$ cat src/rtl/fp_div_pkg.sv
// Shared FP32 field positions, limits and controller state type for the sequential divider.
package fp_div_pkg;
  localparam int SIGN_BIT = 31;
  localparam int EXP_MSB  = 30;
  localparam int EXP_LSB  = 23;
  localparam int FRAC_MSB = 22;

  localparam int EXP_BIAS = 127;
  localparam int EXP_MAX  = 255;

  localparam logic [31:0] QNAN    = 32'h7FC00000;
  localparam logic [31:0] POS_INF = 32'h7F800000;

  typedef enum logic [2:0] {IDLE, SETUP, ITER, NORM, DONE} state_e;
endpackage

$ cat src/rtl/fp_div_seq_step.sv
// One restoring-division step: conditional subtract, quotient bit, shift left.
module mantissa_div_step #(
  parameter int W = 25
) (
  input  logic [W-1:0] r,
  input  logic [W-1:0] m,
  output logic [W-1:0] r_nxt,
  output logic         q
);
  logic [W-1:0] diff;

  always_comb begin
    q     = (r >= m);
    diff  = q ? (r - m) : r;
    r_nxt = diff << 1;
  end
endmodule

$ cat src/rtl/fp_div_seq.sv
// Sequential FP32 divider: handshaked operands, one quotient bit per clock, flush-to-zero.
// Define FP_DIV_ROUND_EN for round-to-nearest-even; default build truncates.
module fp_div_seq
  import fp_div_pkg::*;
#(
  parameter int BIT_WIDTH = 23,
  parameter int EXP_WIDTH = 8
) (
  input  logic        clk,
  input  logic        rst_n,
  input  logic        in_valid,
  output logic        in_ready,
  input  logic [31:0] in0,
  input  logic [31:0] in1,
  output logic        out_valid,
  input  logic        out_ready,
  output logic [31:0] out,
  output logic        div_by_zero,
  output logic        busy
);
  localparam int MW    = BIT_WIDTH + 2;
  localparam int QW    = BIT_WIDTH + 3;
  localparam int EW    = EXP_WIDTH + 2;
  localparam int CNT_W = $clog2(BIT_WIDTH + 4);
  localparam logic [CNT_W-1:0]     CNT_LOAD = CNT_W'(BIT_WIDTH + 2);
  localparam logic signed [EW-1:0] BIAS_S   = EW'(EXP_BIAS);
  localparam logic signed [EW-1:0] EMAX_S   = EW'(EXP_MAX);
  localparam logic signed [EW-1:0] ONE_S    = EW'(1);
  localparam logic signed [EW-1:0] ZERO_S   = '0;

  state_e state_q, state_d;
  logic [31:0]          a_q, b_q, out_q;
  logic [MW-1:0]        r_q, m_q, r_nxt;
  logic [QW-1:0]        q_q;
  logic signed [EW-1:0] exp_q;
  logic                 sign_q, dbz_q, q_bit;
  logic [CNT_W-1:0]     cnt_q;

  // operand classification; a_q/b_q stay put until the next accept
  logic [EXP_WIDTH-1:0] a_e, b_e;
  logic [BIT_WIDTH-1:0] a_f, b_f;
  logic a_zero, b_zero, a_inf, b_inf, a_nan, b_nan, s;
  logic special, spec_dbz;
  logic [31:0] spec_res;

  always_comb begin
    a_e = a_q[EXP_MSB:EXP_LSB];
    b_e = b_q[EXP_MSB:EXP_LSB];
    a_f = a_q[FRAC_MSB:0];
    b_f = b_q[FRAC_MSB:0];
    s   = a_q[SIGN_BIT] ^ b_q[SIGN_BIT];
    a_zero = (a_e == '0);
    b_zero = (b_e == '0);
    a_inf  = (a_e == '1) && (a_f == '0);
    b_inf  = (b_e == '1) && (b_f == '0);
    a_nan  = (a_e == '1) && (a_f != '0);
    b_nan  = (b_e == '1) && (b_f != '0);
    special  = 1'b1;
    spec_dbz = 1'b0;
    spec_res = '0;
    if (a_nan || b_nan || (a_zero && b_zero) || (a_inf && b_inf)) spec_res = QNAN;
    else if (a_inf)  spec_res = {s, POS_INF[30:0]};
    else if (b_inf)  spec_res = {s, 31'b0};
    else if (b_zero) begin spec_res = {s, POS_INF[30:0]}; spec_dbz = 1'b1; end
    else if (a_zero) spec_res = {s, 31'b0};
    else             special = 1'b0;
  end

  // normalize / round / range-check the finished quotient
  logic                 hi, guard;
  logic [BIT_WIDTH-1:0] frac, frac_r;
  logic signed [EW-1:0] e_r;
  logic [31:0]          norm_res;
`ifdef FP_DIV_ROUND_EN
  logic sticky, inc, carry;
`else
  logic unused_guard;
`endif

  always_comb begin
    hi    = q_q[QW-1];
    frac  = hi ? q_q[QW-2:2] : q_q[QW-3:1];
    guard = hi ? q_q[1] : q_q[0];
    e_r   = hi ? exp_q : exp_q - ONE_S;
`ifdef FP_DIV_ROUND_EN
    sticky = (r_q != '0) | (hi & q_q[0]);
    inc    = guard & (sticky | frac[0]);
    {carry, frac_r} = {1'b0, frac} + {{BIT_WIDTH{1'b0}}, inc};
    if (carry) e_r = e_r + ONE_S;
`else
    frac_r       = frac;
    unused_guard = guard;
`endif
    if (e_r >= EMAX_S)      norm_res = {sign_q, POS_INF[30:0]};
    else if (e_r <= ZERO_S) norm_res = {sign_q, 31'b0};
    else                    norm_res = {sign_q, e_r[EXP_WIDTH-1:0], frac_r};
  end

  mantissa_div_step #(.W(MW)) u_step (
    .r     (r_q),
    .m     (m_q),
    .r_nxt (r_nxt),
    .q     (q_bit)
  );

  always_ff @(posedge clk or negedge rst_n) begin
    if (!rst_n) state_q <= IDLE;
    else        state_q <= state_d;
  end

  // specials detour through NORM so their result lands two edges after accept
  always_comb begin
    state_d   = state_q;
    in_ready  = 1'b0;
    out_valid = 1'b0;
    busy      = 1'b1;
    case (state_q)
      IDLE: begin
        in_ready = 1'b1;
        busy     = 1'b0;
        if (in_valid) state_d = SETUP;
      end
      SETUP: state_d = special ? NORM : ITER;
      ITER:  if (cnt_q == '0) state_d = NORM;
      NORM:  state_d = DONE;
      DONE: begin
        out_valid = 1'b1;
        if (out_ready) state_d = IDLE;
      end
      default: state_d = IDLE;
    endcase
  end

  always_ff @(posedge clk or negedge rst_n) begin
    if (!rst_n) begin
      a_q <= '0; b_q <= '0; out_q <= '0;
      r_q <= '0; m_q <= '0; q_q <= '0;
      exp_q <= '0; sign_q <= 1'b0; dbz_q <= 1'b0; cnt_q <= '0;
    end else begin
      case (state_q)
        IDLE: if (in_valid) begin
          a_q <= in0;
          b_q <= in1;
        end
        SETUP: begin
          sign_q <= s;
          exp_q  <= $signed({2'b00, a_e}) - $signed({2'b00, b_e}) + BIAS_S;
          r_q    <= {1'b0, 1'b1, a_f};
          m_q    <= {1'b0, 1'b1, b_f};
          q_q    <= '0;
          cnt_q  <= CNT_LOAD;
        end
        ITER: begin
          r_q <= r_nxt;
          q_q <= {q_q[QW-2:0], q_bit};
          if (cnt_q != '0) cnt_q <= cnt_q - 1'b1;
        end
        NORM: begin
          out_q <= special ? spec_res : norm_res;
          dbz_q <= spec_dbz;
        end
        default: ;
      endcase
    end
  end

  assign out         = out_q;
  assign div_by_zero = dbz_q;
endmodule

$ cat config.mk
export PLATFORM = sky130hd
export DESIGN_NAME = fp_div_seq
export DESIGN_NICKNAME = d
export VERILOG_FILES = /design/src/rtl/fp_div_pkg.sv /design/src/rtl/fp_div_seq_step.sv /design/src/rtl/fp_div_seq.sv
export SDC_FILE = /design/constraint.sdc
export NUM_CORES = 1
export LEC_CHECK = 0
export BUFFER_PORTS_ARGS = -buffer_cell sky130_fd_sc_hd__buf_2
export CORE_UTILIZATION = 41
export CTS_CLUSTER_DIAMETER = 50
export DETAILED_ROUTE_END_ITERATION = 12
export GPL_TIMING_DRIVEN = 0
export PLACE_DENSITY = 0.64
export SLEW_MARGIN = 20
export SYNTH_ARGS = -nofsm -noshare
export SYNTH_HDL_FRONTEND = slang
export SYNTH_HIERARCHICAL = 1
export SYNTH_SLANG_ARGS = --single-unit
$ cat constraint.sdc
create_clock -name clk -period 2.95 [get_ports clk]
set_input_delay 0 -clock clk [delete_from_list [all_inputs] [get_ports clk]]
set_output_delay 0 -clock clk [all_outputs]
set_load 0.005 [all_outputs]
==> out/qor.yml <==
violations: "design-rule violations, negative setup slack"
root_buffer: "clkbuf_16"
grt_first_pass_wirelength_mm: 44.0
gp_congestion: 0.869
layout-drive-gt1-share_pct: 26.7
async_flop_share_pct: 100
yosys_warnings: 6
synth_cell_types: 72
wire_per_inst_um: 16.7
synth.area.top_cells: "dfrtp_1 46%, nand2_1 6.8%, mux2_2 6.0%, ha_1 4.4%, mux2i_1 2.7%"
yosys.area.top_type: "dfrtp_1"
status: "finished, violations left"
synth_compound_gate_area_share_pct: 15.0
wl_met2_mm: 12.8
grt_antenna_before_repair: 0
viasPerCell: 5.35
die_w_um: 162
tightest_slew_ns: 0.902
synth_mux_area_share_pct: 11.7
synth_top_family_by_area: "compound AO/OA/AOI/OAI gates"
synth_area_per_cell_um2: 10.1
hold_class: "in -> async"
clock_latency_ns: 0.45
die_area_um2: 26200
first_global_vias: 8478
crit_fanout: 4
synth_xor_area_share_pct: 3.43
highest_layer: "met4"
crit_path_start_kind: "flip-flop"
area_growth_syn_to_layout_pct: 28.3
ir_drop_mv: 0.670
synth_nets: 1148
cellPowerDensity_nw_per_um2: 1310
die_h_um: 162
yosysSeqAreaShare_pct: 45.6
ff2ff_setup_slack_ns: -0.11
finClkSkew_ns: 0.0171
synthCells: 1041
leakage_nw: 6.00
rsz0062_at_grt: "true"
yosys.area.top_type_share_pct: 45.6
wl_met3_mm: 1.01
grt_start_max_net_pins: 91
design.core.area_um2: 25100
drt-initial-drc-count: 623
path_clk_slew_ns: 0.09
reg2reg_to: "r_q[6]"
rows: 58
overflow: 0
syn_area_um2: 10500
p_total_mw: 17.6
fmax_mhz: 326
final_cell_mix: "190 x dfrtp_1, 188 x nand2_1, 105 x buf_2, 68 x dlygate4sd3_1, 56 x mux2_2"
drt-met1-wl_mm: 12.4
synth_edf_count: 0
io_pins: 104
fin_crit_ns: 3.06
finalSetupViolations: 22
cts_made_buffers: 17
portBuffers: 103
drv_slew: 0
n_antenna_cell: 0
hold_violations: 0
required_ns: 3.25
fin_nets: 1368
slew_headroom_pct: 39.9
crit_type: "reg -> reg"
start_util_pct: 41.7
crit_arrival_ns: 3.37
maxCapViolCount: 0
critPathCaptureType: "flip-flop"
wirelength_mm: 26.7
drc_errors: 1
grt_usage_pct: 21.3
finalNonFillerCells: 1604
timing.rr.start: "r_q[3]"
dp_cells: 1476
fin_ws_ns: -0.115
dp_hpwl_mm: 18.3
synth-adder-area-share_pct: 4.80
vias: 8574
ys_ff_latch: 191
htree_levels: 4
cts.sinks: 191
finalCritPeriodShare_pct: 104
final_common_cell: "dfrtp_1"
ctsLongestPathBuffers: 2
cts_tree: "done"
reg2reg_depth: 14
detail-route-antenna-nets: 0
dp_slack_ns: -0.365
utilization_pct: 53.5
dr.pass1.iters: 9
synth_simple_gate_area_share_pct: 14.9
synth_top_flop_cell: "dfrtp_1"
==> synth_stat cells, types with 3 or more instances <==
master,instances
mux2i_1,28
nand2b_1,4
buf_6,5
mux2_2,56
or3_1,6
o22ai_1,4
o32ai_1,3
nor4_1,19
nand3_1,10
and3_1,3
a22o_1,28
a31oi_1,26
nand4_1,12
mux2_1,5
nand2_1,189
mux2_4,17
xnor2_1,24
a21oi_1,26
o21a_1,3
nor3b_1,6
ha_1,37
a32oi_1,3
nor4b_1,3
a21o_1,14
clkbuf_1,34
o22a_1,6
xor2_1,17
inv_1,55
dfrtp_1,191
buf_2,4
o211ai_1,3
nand3b_1,4
nor3_1,20
o31ai_2,20
nor2_1,55
o31ai_1,4
o21ai_0,34
buf_1,13
nor2b_1,6
==> sequential cells by signal, summed over array words and instances (netlist names), 3 cells and up <==
name,count
r_q,25
out,32
a_q,32
state_q,3
cnt_q,5
exp_q,10
b_q,32
q_q,26
m_q,24
==> worst max-delay path: stages, from the launching register on <==
cell	delay [ns]
dfrtp_1	0.42
ha_4	0.30
a21o_1	0.15
a21oi_4	0.08
a2111oi_4	0.47
nor3_4	0.08
o31ai_4	0.22
a211oi_2	0.12
o211a_1	0.23
buf_6	0.14
buf_4	0.14
buf_12	0.12
mux2_4	0.31
nor2_4	0.08
a31oi_1	0.06
==> where the power goes <==
| group | leakage [nW] | total [mW] | switching [mW] | internal, mW |
|---|---|---|---|---|
| combinational | 3.33 | 10.5 | 5.42 | 5.05 |
| clock | 0.309 | 2.47 | 1.27 | 1.20 |
| sequential | 2.37 | 4.61 | 0.942 | 3.67 |
| total | 6.00 | 17.6 | 7.64 | 9.91 |
==> cell families (layout without fill, tap and decap cells) <==
| group | count (synthesis) | after routing |
|---|---|---|
| simple gates | 347 | 347 |
| compound gates | 203 | 203 |
| flops | 191 | 191 |
| buf+inv | 112 | 345 |
| mux | 106 | 106 |
| xor+xnor | 41 | 41 |
| fa+ha+maj | 39 | 39 |
| other cells | 2 | 2 |
==> timing repair <==
action | CTS | global route
endpoints found under the setup margin | 59 | 62
pin swaps | 24 | 16
hold buffers | 68 | 0
gates resized for setup | 45 | 43
setup buffers | 22 | 11
endpoints found under the hold margin | 167 | 0
==> worst max path at each step <==
stage	startpoint	endpoint	slack (ns)	cells past startpoint
floorplan	r_q[3]	r_q[21]	0.002	13
global placement	rst_n	b_q[9]	-1.29	1
detailed placement	r_q[0]	r_q[23]	-0.37	12
CTS	r_q[4]	r_q[20]	-0.12	14
global route	r_q[9]	r_q[6]	-0.22	14
finish	r_q[3]	r_q[6]	-0.11	14
==> metrics by stage <==
stage | TNS [ns] | hold WS, ns | cell area [um2]
4_1_cts | -1.12 | 0.158 | 13200
3_3_place_gp | -253.62 | 0.205 | 11400
3_5_place_dp | -10.57 | -0.171 | 11500
6_report | -1.12 | 0.143 | 13400
5_1_grt | -3.52 | 0.171 | 13400
2_1_floorplan | 0 | -0.296 | 10500
==> metal layers <==
layer  vias up  GRT usage, %
li1       4131             -
met1      4204          29.2
met2       210          34.8
met3        29          2.91
met4         0          6.48
met5         -             0
==> final cells by class <==
type	instances	area, um2
Fill cell	2247	11700
Multi-Input combinational cell	738	5590
Sequential cell	191	4780
Timing Repair Buffer	204	1530
Clock buffer	17	425
Tap cell	330	413
Buffer	54	272
Clock inverter	15	215
Inverter	55	206
Note: power is estimated with default switching activity, not from simulation.
